===== config.mk =====
export PLATFORM = sky130hd
export DESIGN_NAME = nested_range_gen_flat
export DESIGN_NICKNAME = d
export VERILOG_FILES = /design/src/rtl/nested_range_gen_pkg.sv /design/src/rtl/nested_range_gen_if.sv /design/src/rtl/nested_range_gen_range_counter.sv /design/src/rtl/nested_range_gen.sv /design/src/flat_wrapper.sv
export SDC_FILE = /design/constraint.sdc
export NUM_CORES = 1
export LEC_CHECK = 0
export CAP_MARGIN = 25
export CORE_ASPECT_RATIO = 0.7
export CORE_UTILIZATION = 60
export CTS_CLUSTER_SIZE = 40
export DETAILED_ROUTE_END_ITERATION = 10
export PLACE_DENSITY = 0.95
export REMOVE_ABC_BUFFERS = 1
export SYNTH_ARGS = -nofsm -noshare
export SYNTH_HDL_FRONTEND = slang
export SYNTH_SLANG_ARGS = --single-unit

===== constraint.sdc =====
create_clock -name _clock -period 11.5 [get_ports _clock]
set_input_delay 1.725 -clock _clock [delete_from_list [all_inputs] [get_ports _clock]]
set_output_delay 1.725 -clock _clock [all_outputs]
set_load 0.03 [all_outputs]

===== src/rtl/nested_range_gen_pkg.sv =====
// Shared types for the nested range generator: controller states and
// iteration-order encodings.
package nested_range_gen_pkg;

  typedef enum logic [1:0] {
    ST_IDLE = 2'd0,
    ST_RUN  = 2'd1,
    ST_DONE = 2'd2
  } state_e;

  localparam int MODE_ROW = 0;  // i outer, j inner
  localparam int MODE_COL = 1;  // j outer, i inner

endpackage


===== src/rtl/nested_range_gen_if.sv =====
// Request/tuple-stream bundle between a producer of run requests and the
// nested range generator. master = requester/consumer side, slave = generator.
interface nested_range_gen_if #(
  parameter int WIDTH = 32
);
  logic                    _start;
  logic signed [WIDTH-1:0] a;
  logic signed [WIDTH-1:0] b;
  logic signed [WIDTH-1:0] c;
  logic signed [WIDTH-1:0] d;
  logic                    _ready;
  logic signed [WIDTH-1:0] _out0;
  logic signed [WIDTH-1:0] _out1;
  logic                    _valid;
  logic                    _done;

  modport master (
    output _start, a, b, c, d, _ready,
    input  _out0, _out1, _valid, _done
  );

  modport slave (
    input  _start, a, b, c, d, _ready,
    output _out0, _out1, _valid, _done
  );
endinterface


===== src/rtl/nested_range_gen_range_counter.sv =====
// One loop index with its running accumulator (index*step), wrapping back to
// zero after the index reaches limit-1.
module range_counter #(
  parameter int WIDTH = 32
) (
  input  logic                    _clock,
  input  logic                    _reset,
  input  logic                    clr,
  input  logic                    inc,
  input  logic signed [WIDTH-1:0] step,
  input  logic signed [WIDTH-1:0] limit,
  output logic signed [WIDTH-1:0] count,
  output logic signed [WIDTH-1:0] acc,
  output logic                    last,
  output logic                    wrap
);

  localparam logic signed [WIDTH-1:0] ONE = WIDTH'(1);

  logic signed [WIDTH-1:0] count_q, count_d;
  logic signed [WIDTH-1:0] acc_q, acc_d;

  assign last  = (count_q == limit - ONE);
  assign wrap  = inc && last;
  assign count = count_q;
  assign acc   = acc_q;

  // Accumulator adds step per advance instead of multiplying; wraps mod 2^WIDTH.
  always_comb begin
    count_d = count_q;
    acc_d   = acc_q;
    if (clr) begin
      count_d = '0;
      acc_d   = '0;
    end else if (inc) begin
      if (last) begin
        count_d = '0;
        acc_d   = '0;
      end else begin
        count_d = count_q + ONE;
        acc_d   = acc_q + step;
      end
    end
  end

  always_ff @(posedge _clock) begin
    if (_reset) begin
      count_q <= '0;
      acc_q   <= '0;
    end else begin
      count_q <= count_d;
      acc_q   <= acc_d;
    end
  end

endmodule


===== src/rtl/nested_range_gen.sv =====
// Nested (i,j) range generator streaming (i*c, j*d) with valid/ready.
// States: IDLE wait for start | RUN stream tuples | DONE one-cycle done pulse.
module nested_range_gen
  import nested_range_gen_pkg::*;
#(
  parameter int WIDTH = 32,
  parameter int MODE  = MODE_ROW
) (
  input  logic             _clock,
  input  logic             _reset,
  nested_range_gen_if.slave bus
);

  localparam logic signed [WIDTH-1:0] ONE = WIDTH'(1);

  state_e state_q, state_d;
  logic signed [WIDTH-1:0] a_q, a_d, b_q, b_d, c_q, c_d, d_q, d_d;

  logic clr;
  logic xfer;
  logic i_inc, j_inc;
  logic i_last, j_last;
  logic i_wrap, j_wrap;
  logic signed [WIDTH-1:0] i_cnt, j_cnt, i_acc, j_acc;

  assign xfer = (state_q == ST_RUN) && bus._ready;

  always_comb begin
    state_d = state_q;
    a_d     = a_q;
    b_d     = b_q;
    c_d     = c_q;
    d_d     = d_q;
    clr     = 1'b0;
    case (state_q)
      ST_IDLE: begin
        if (bus._start) begin
          a_d = bus.a;
          b_d = bus.b;
          c_d = bus.c;
          d_d = bus.d;
          clr = 1'b1;
          // Empty ranges skip straight to the done pulse.
          if ((bus.a < ONE) || (bus.b < ONE)) state_d = ST_DONE;
          else                                state_d = ST_RUN;
        end
      end
      ST_RUN: begin
        if (xfer && i_last && j_last) state_d = ST_DONE;
      end
      ST_DONE: state_d = ST_IDLE;
      default: state_d = ST_IDLE;
    endcase
  end

  always_comb begin
    if (MODE == MODE_COL) begin
      i_inc = xfer;
      j_inc = xfer && i_last;
    end else begin
      j_inc = xfer;
      i_inc = xfer && j_last;
    end
  end

  always_ff @(posedge _clock) begin
    if (_reset) begin
      state_q <= ST_IDLE;
      a_q     <= '0;
      b_q     <= '0;
      c_q     <= '0;
      d_q     <= '0;
    end else begin
      state_q <= state_d;
      a_q     <= a_d;
      b_q     <= b_d;
      c_q     <= c_d;
      d_q     <= d_d;
    end
  end

  range_counter #(.WIDTH(WIDTH)) u_cnt_i (
    ._clock (_clock),
    ._reset (_reset),
    .clr    (clr),
    .inc    (i_inc),
    .step   (c_q),
    .limit  (a_q),
    .count  (i_cnt),
    .acc    (i_acc),
    .last   (i_last),
    .wrap   (i_wrap)
  );

  range_counter #(.WIDTH(WIDTH)) u_cnt_j (
    ._clock (_clock),
    ._reset (_reset),
    .clr    (clr),
    .inc    (j_inc),
    .step   (d_q),
    .limit  (b_q),
    .count  (j_cnt),
    .acc    (j_acc),
    .last   (j_last),
    .wrap   (j_wrap)
  );

  assign bus._out0  = i_acc;
  assign bus._out1  = j_acc;
  assign bus._valid = (state_q == ST_RUN);
  assign bus._done  = (state_q == ST_DONE);

endmodule


===== src/flat_wrapper.sv =====
// flat-port wrapper written by rule: the top's interface ports become plain ports
module nested_range_gen_flat import nested_range_gen_pkg::*;
#(
  parameter int WIDTH = 32,
  parameter int MODE  = MODE_ROW
)
  (_clock, _reset, bus__start, bus_a, bus_b, bus_c, bus_d, bus__ready, bus__out0, bus__out1, bus__valid, bus__done);
  nested_range_gen_if #(.WIDTH(WIDTH)) bus_i ();
  input  logic _clock;
  input  logic _reset;
  input wire logic [$bits(bus_i._start)-1:0] bus__start;
  input wire logic [$bits(bus_i.a)-1:0] bus_a;
  input wire logic [$bits(bus_i.b)-1:0] bus_b;
  input wire logic [$bits(bus_i.c)-1:0] bus_c;
  input wire logic [$bits(bus_i.d)-1:0] bus_d;
  input wire logic [$bits(bus_i._ready)-1:0] bus__ready;
  output wire logic [$bits(bus_i._out0)-1:0] bus__out0;
  output wire logic [$bits(bus_i._out1)-1:0] bus__out1;
  output wire logic [$bits(bus_i._valid)-1:0] bus__valid;
  output wire logic [$bits(bus_i._done)-1:0] bus__done;
  assign bus_i._start = bus__start;
  assign bus_i.a = bus_a;
  assign bus_i.b = bus_b;
  assign bus_i.c = bus_c;
  assign bus_i.d = bus_d;
  assign bus_i._ready = bus__ready;
  assign bus__out0 = bus_i._out0;
  assign bus__out1 = bus_i._out1;
  assign bus__valid = bus_i._valid;
  assign bus__done = bus_i._done;
  nested_range_gen #(.WIDTH(WIDTH), .MODE(MODE)) u_core (._clock(_clock), ._reset(_reset), .bus(bus_i));
endmodule

==> results of run 1 <==
-- final timing paths --
check           startpoint                       end  slack (ns)  cells after the start
max reg2reg  u_core.b_q[0]  u_core.u_cnt_i.count[17]        6.71                     12
min          u_core.c_q[9]             u_core.c_q[9]        0.46                      2
max          u_core.b_q[0]  u_core.u_cnt_i.count[17]        6.71                     12
min reg2reg  u_core.c_q[9]             u_core.c_q[9]        0.46                      2
-- registers in the layout (all words and copies together) (netlist names) --
name / count
u_core.a_q: 32
u_core.b_q: 32
u_core.c_q: 32
u_core.d_q: 32
u_core.state_q: 2
u_core.u_cnt_i.acc: 32
u_core.u_cnt_i.count: 32
u_core.u_cnt_j.acc: 32
u_core.u_cnt_j.count: 32
-- cell families (layout without fill, tap and decap cells) --
family / after synthesis / after routing / synth area share [%]
DFF: 258 / 258 / 34.3
xor gates and xnor gates: 176 / 176 / 10.2
muxes: 9 / 9 / 0.615
AOI/OAI and AO/OA: 458 / 458 / 19.1
and+or+nand+nor: 825 / 825 / 26.5
adders and majority gates: 68 / 68 / 5.75
buffers and inverters: 131 / 286 / 3.47
-- cell usage after synthesis, types with 8 or more instances --
library cell	n	area (um2)
nor4_1	44	275
o211ai_1	10	75.1
xor2_1	61	534
o21ai_0	52	260
a21oi_1	220	1100
or2_2	11	68.8
nand2b_1	20	125
or4_1	19	143
ha_1	66	826
a211oi_1	9	67.6
nor3_1	47	235
inv_1	29	109
and3_1	18	113
a31oi_1	16	100
nand2_1	348	1310
nand4_1	29	181
or3_1	20	125
a22o_1	33	289
nand3_1	72	360
a21o_1	27	203
and4_1	9	78.8
o21a_1	8	60.1
clkbuf_1	86	323
dfxtp_1	258	5160
xnor2_1	115	1010
o31ai_1	9	67.6
nor2b_1	16	100
nor2_1	133	499
-- through the flow --
stage,area [um2],hold WS (ns)
6_report,18100,0.460
5_1_grt,18100,0.477
4_1_cts,18000,0.460
3_5_place_dp,17100,0.452
3_3_place_gp,17100,0.449
2_1_floorplan,14600,0.430
-- routing by layer --
metal / vias up / track usage (%)
li1: 7123 / -
met1: 7087 / 47.5
met2: 704 / 52.2
met3: 101 / 5.51
met4: 0 / 8.11
met5: - / 0
-- worst register-to-register path: cells and delay by family (launching register included) --
family	cells	cell delay [ns]
simple gates	8	3.43
fa+ha+maj	1	0.26
compound gates	2	0.54
buf+inv	1	0.08
flops	1	0.37
-- power groups by stage --
stage,Sequential [uW],Clock [uW],Combinational (uW)
floorplan,967,0,215
global placement,977,0,317
detailed placement,978,0,326
CTS,959,896,329
global route,964,936,371
finish,960,894,340
-- cell type report --
class,instances,area share (%)
multi-input cells,1536,51.9
flip-flops and latches,258,28.6
repair buffers,209,11.7
clock buffers,36,4.14
well taps,325,2.25
clock inverters,12,0.906
inverters,29,0.602
==> impl_results.md, run 1 <==
* Global-route congestion overflow total at 0
* Reported leakage power at 0.00690 uW
* Final Max Tran Viols at 0
* First-pass GRT wire length at 69800 um
* Number of cells in the finished layout apart from fillers at 2405
* Setup total negative slack at 0 ns
* Cts hold-fix bufs at 0
* Initial core utilization at 61.1%
* Die width at 191 um
* Routed wire length on met2 at 19000 um
* Area of the core at 0.0246 mm2
* Buffers inserted by post-CTS timing repair at 0
* Antenna diode instance count at 0
* Area occupied by multi-input gates at 0.00938 mm2
* P per Cell Area at 121 mW/mm2
* Pre-Repair DR Iteration Count at 6
* Worst Skew at 0.0175 ns
* Fraction of final layout cells with drive strength greater than 1 at 4.66%
* CTS tree: yes
* Cell Int Power at 1600 uW
* Crit Path Class: register to register
* EDFF count, synth at 0
* Number of antenna violations at the first check in global routing at 0
* Slew at the pin closest to its max-slew limit at 0.980 ns
* CTS Buffer Depth at 3
* Highest attainable clock frequency at 209 MHz
* Final core utilization at 73.4%
* Most frequent standard cell in the layout excluding fill and tap cells: nand2_1
* Synth warn at 0
* Vias post-DR at 15.0k
* Mapped Area at 0.0151 mm2
* Synth-to-layout area growth at 20.1%
* Source-to-sink clock delay at the later pin of the worst-skew pair at 0.55 ns
* Fraction of power consumed by the clock network at 40.7%
* Final worst path period share at 41.6%
* Uppermost layer routed: met4
* Status: complete, no violations
* Total Routed Length at 43900 um
* Register bit count reported by yosys at 258
* Clock net sink count at 258
* Total half-perimeter wirelength after legalization and detailed placement at 31600 um
* Commonest cells after routing, fill and taps aside: nand2_1, dfxtp_1, a21oi_1, clkdlybuf4s50_1, nor2_1
* Post-synthesis average cell area at 7.82 um2
* Vias/cell at 6.24
* Reg power frac at 43.8%
* Maximum number of pins on one net before global-route repair at 102
* Worst min-delay path category: register to register
* Slowest Stage Delay on Critical Path at 0.76 ns
* Area of the die at 0.0257 mm2
* Clock-pin slew on the worst setup and hold paths at 0.06 ns
* Slowest cell on the critical path: nand2_1
* Unrepaired setup endpoints after global routing: no
* Minimum setup slack after placement at 6.73 ns
* Max Cap Viol at 0
* Final antenna-violating net count at 0
* Post-synth top flop: dfxtp_1
* Sort of element at the start of the critical path: register
* Min setup slack post-route at 6.71 ns
* Gate Count Post-Synth at 1925
* Async SR Flop Fraction at 0%
* Final Critical Period at 4.79 ns
* Inserted Clock Buffers at 26
* Length of routed wiring on met1 at 19800 um
* Combinational fraction of design power at 15.5%
* Data required time at the worst endpoint at 11.94 ns
* Via count of the first global-routing pass at 14.0k
* Seq. cell area at 0.00516 mm2
* Nature of the critical path endpoint: register
* Routed WL per cell at 18.3 um
* Worst-path fanout max at 30
* Last weighted congestion value of the routability-driven placer at 0.954
* Worst vdd ir at 0.000121 V
* Worst slew margin relative to its limit at 34.4%
* Total power at 2190 uW
* Net switching fraction of the power at 27.2%
* Final net count at 2260
* Fillers at 1822
* Setup violations, final at 0
* Number of buffers and inverters on the critical path at 1
* Data arrival time of the worst path at 5.22 ns
* Number of core rows at 48
* Cell-by-cell listing of the critical path: inv_1 -> ha_1 -> nor3b_2 -> nand2b_1 -> or4_1 -> a211oi_1 -> nand4_1 -> or4_4 -> nor4b_4 -> nand3_1 -> nand2_1 -> o21ba_2
* Remaining DRCs at 0
* Net switching power figure at 597 uW
* H-tree levels at 1
* Dominant delay contributor by cell family on the critical path: simple AND/OR/NAND/NOR gates
* Number of distinct library cells after synthesis at 81
* Routed length on met3 at 4030 um
* Clock tree root buffer cell: clkbuf_16
* Number of buffers inserted by port buffering at 197
* Tot GR Track Use at 33.2%
* Post-CTS Resized at 0
* Vertical extent of the die at 135 um
* Portion of the post-synthesis area used by sequential elements at 34.3%
* Number of cells in the design after placement at 2354
* Hold violation count in the final report at 0
* Io pins at 198
* Detailed Route Iter0 Violations at 1554
(Power assumes the default switching activity.)
==> run 2, diff against run 1 <==
--- a/config.mk
+++ b/config.mk
@@ -7,10 +7,10 @@
 export LEC_CHECK = 0
 export CAP_MARGIN = 25
 export CORE_ASPECT_RATIO = 0.7
-export CORE_UTILIZATION = 60
+export CORE_UTILIZATION = 51
 export CTS_CLUSTER_SIZE = 40
 export DETAILED_ROUTE_END_ITERATION = 10
-export PLACE_DENSITY = 0.95
+export PLACE_DENSITY = 0.88
 export REMOVE_ABC_BUFFERS = 1
 export SYNTH_ARGS = -nofsm -noshare
 export SYNTH_HDL_FRONTEND = slang
==> constraint.sdc (replaced) <==
create_clock -name _clock -period 4.3 [get_ports _clock]
set_input_delay 0.645 -clock _clock [delete_from_list [all_inputs] [get_ports _clock]]
set_output_delay 0.645 -clock _clock [all_outputs]
set_load 0.03 [all_outputs]
==> impl_results.md, run 2 (synthesized netlist as in run 1, its figures left out) <==
* Status: complete, no violations
* Crit Path Class: register to register
* Routed WL per cell at 18.1 um (-0.94%)
* Final Critical Period at 4.01 ns (-0.778 ns)
* First-pass GRT wire length at 71600 um (+2.6%)
* Vertical extent of the die at 146 um (+8.3%)
* Final worst path period share at 93.2% (+52 points)
* Reg power frac at 43.3% (-0.5 points)
* Data required time at the worst endpoint at 4.79 ns (-7.15 ns)
* Timing endpoint of the critical path: u_core.u_cnt_i.acc[28]
* Die width at 207 um (+8.4%)
* Worst Skew at 0.0216 ns (+0.00411 ns)
* Worst min-delay path category: register to register
* Final Max Tran Viols at 0 (unchanged)
* Setup violations, final at 0 (unchanged)
* Clock-pin slew on the worst setup and hold paths at 0.07 ns (about the same)
* Total half-perimeter wirelength after legalization and detailed placement at 32400 um (+2.4%)
* Maximum number of pins on one net before global-route repair at 130 (+27%)
* Net switching power figure at 1660 uW (+180%)
* CTS tree: yes
* Destination of the worst register-to-register timing path: u_core.u_cnt_i.acc[28]
* Dominant cell type by count on the critical path: or3_1
* Routed length on met3 at 4020 um (-0.20%)
* Commonest cells after routing, fill and taps aside: nand2_1, dfxtp_1, a21oi_1, clkdlybuf4s50_1, nor2_1
* Hold violation count in the final report at 0 (unchanged)
* Length of routed wiring on met1 at 20600 um (+4.0%)
* Initial core utilization at 52.0% (-9.1 points)
* Last weighted congestion value of the routability-driven placer at 0.966 (+1.3%)
* Launch point of the worst reg-to-reg path: u_core.b_q[2]
* Slowest cell on the critical path: or4_1
* Final antenna-violating net count at 0 (unchanged)
* Combinational fraction of design power at 15.7% (+0.2 points)
* Clock net sink count at 258 (unchanged)
* Cell Int Power at 4290 uW (+170%)
* Via count of the first global-routing pass at 13.9k (-0.69%)
* Worst slew margin relative to its limit at 41.4% (+7.0 points)
* Max Cap Viol at 0 (unchanged)
* Highest attainable clock frequency at 249 MHz (+19%)
* Fraction of power consumed by the clock network at 41.1% (+0.4 points)
* Number of antenna violations at the first check in global routing at 0 (unchanged)
* Cts hold-fix bufs at 0 (unchanged)
* Area of the core at 0.0290 mm2 (+18%)
* Logic depth of the worst register-to-register path at 11 (-1)
* Number of buffers inserted by port buffering at 197 (unchanged)
* Net switching fraction of the power at 27.9% (+0.65 points)
* Sort of element at the start of the critical path: register
* Total Routed Length at 44700 um (+1.8%)
* Remaining DRCs at 0 (unchanged)
* Worst vdd ir at 0.000253 V (+110%)
* Minimum setup slack after placement at 0.315 ns (-6.42 ns)
* Unrepaired setup endpoints after global routing: no
* Slew at the pin closest to its max-slew limit at 0.871 ns (-0.109 ns)
* Minimum setup slack among reg-to-reg paths at 0.29 ns (-6.42 ns)
* Io pins at 198 (unchanged)
* Number of cells in the design after placement at 2423 (+2.9%)
* Pre-Repair DR Iteration Count at 8 (+2)
* Final net count at 2274 (+0.62%)
* Detailed Route Iter0 Violations at 1253 (-19%)
* CTS Buffer Depth at 3 (unchanged)
* Uppermost layer routed: met4
* Cell-by-cell listing of the critical path: or4_1 -> or3_1 -> or3_1 -> o211a_1 -> o31ai_1 -> nand3_1 -> or4b_4 -> nor4_4 -> buf_12 -> o211ai_1 -> o21ai_0
* Vias post-DR at 14.8k (-1.3%)
* Crit. Startpoint: u_core.b_q[2]
* Fraction of final layout cells with drive strength greater than 1 at 5.45% (+0.78 points)
* Most frequent standard cell in the layout excluding fill and tap cells: nand2_1
* H-tree levels at 1 (unchanged)
* Tot GR Track Use at 28.8% (-4.5 points)
* Number of core rows at 52 (+8.3%)
* Clock tree root buffer cell: clkbuf_16
* Inserted Clock Buffers at 26 (unchanged)
* Nature of the critical path endpoint: register
* Final core utilization at 63.1% (-10 points)
* Global-route congestion overflow total at 0 (unchanged)
* Data arrival time of the worst path at 4.50 ns (-0.72 ns)
* Source-to-sink clock delay at the later pin of the worst-skew pair at 0.57 ns (+0.02 ns)
* Area of the die at 0.0302 mm2 (+17%)
* Worst-path fanout max at 33 (+10%)
* Number of cells in the finished layout apart from fillers at 2471 (+2.7%)
* Reported leakage power at 0.00695 uW (+0.80%)
* Crit path depth at 11 (-1)
* Dominant delay contributor by cell family on the critical path: simple AND/OR/NAND/NOR gates
* Number of buffers and inverters on the critical path at 1 (unchanged)
* Min setup slack post-route at 0.291 ns (-6.42 ns)
* Synth-to-layout area growth at 21.3%
* Antenna diode instance count at 0 (unchanged)
* Slowest Stage Delay on Critical Path at 0.71 ns (-0.05 ns)
* Routed wire length on met2 at 19100 um (+0.48%)
* P per Cell Area at 325 mW/mm2 (+170%)
* Vias/cell at 6.00 (-3.9%)
-- run 2: cell type report --
| type | instances | area (um2) |
|---|---|---|
| fill | 2450 | 10700 |
| multi-input combinational | 1536 | 9390 |
| sequential | 258 | 5160 |
| timing repair buffer | 223 | 2200 |
| clock buffer | 34 | 741 |
| tap | 378 | 473 |
| clock inverter | 13 | 181 |
| inverter | 29 | 109 |
-- run 2: worst min-delay path: cells and delay by family, from the launching register on --
family	cells	cell delay (ns)
DFF	1	0.31
and+or+nand+nor	1	0.05
AOI/OAI and AO/OA	1	0.05
-- run 2: worst min-delay path by stage --
stage / start / end / slack, ns / cells past startpoint
final: u_core.d_q[22] / u_core.d_q[22] / 0.46 / 2
after global routing: u_core.c_q[10] / u_core.c_q[10] / 0.47 / 2
after CTS: u_core.d_q[22] / u_core.d_q[22] / 0.46 / 2
after detailed placement: u_core.c_q[29] / u_core.c_q[29] / 0.45 / 2
after global placement: u_core.c_q[26] / u_core.c_q[26] / 0.45 / 2
after floorplan: u_core.d_q[31] / u_core.d_q[31] / 0.43 / 2
-- run 2: power by group through the flow --
stage	Combinational (uW)	Sequential, uW	Clock, uW
3_3_place_gp	889	2610	0
3_5_place_dp	910	2620	0
2_1_floorplan	576	2590	0
5_1_grt	1020	2580	2560
4_1_cts	918	2570	2470
6_report	931	2570	2440
-- run 2: what timing repair did --
item                       4_1_cts  5_1_grt
setup buffers                    0        1
gates resized for setup          0        2
setup endpoints to repair        0        2
-- run 2: through the flow --
step | total power [uW] | TNS [ns] | hold slack [ns] | instance area [um2]
after CTS | 5960 | 0 | 0.460 | 18200
after global routing | 6160 | 0 | 0.470 | 18300
after global placement | 3500 | 0 | 0.448 | 17300
after floorplan | 3160 | -748.18 | 0.430 | 14600
after detailed placement | 3530 | 0 | 0.451 | 17300
final | 5940 | 0 | 0.460 | 18300
-- run 2: metal layers --
layer  up-vias  global-route usage (%)
li1       7155                       -
met1      6959                    40.4
met2       628                    44.9
met3        80                    6.15
met4         0                    6.90
met5         -                       0
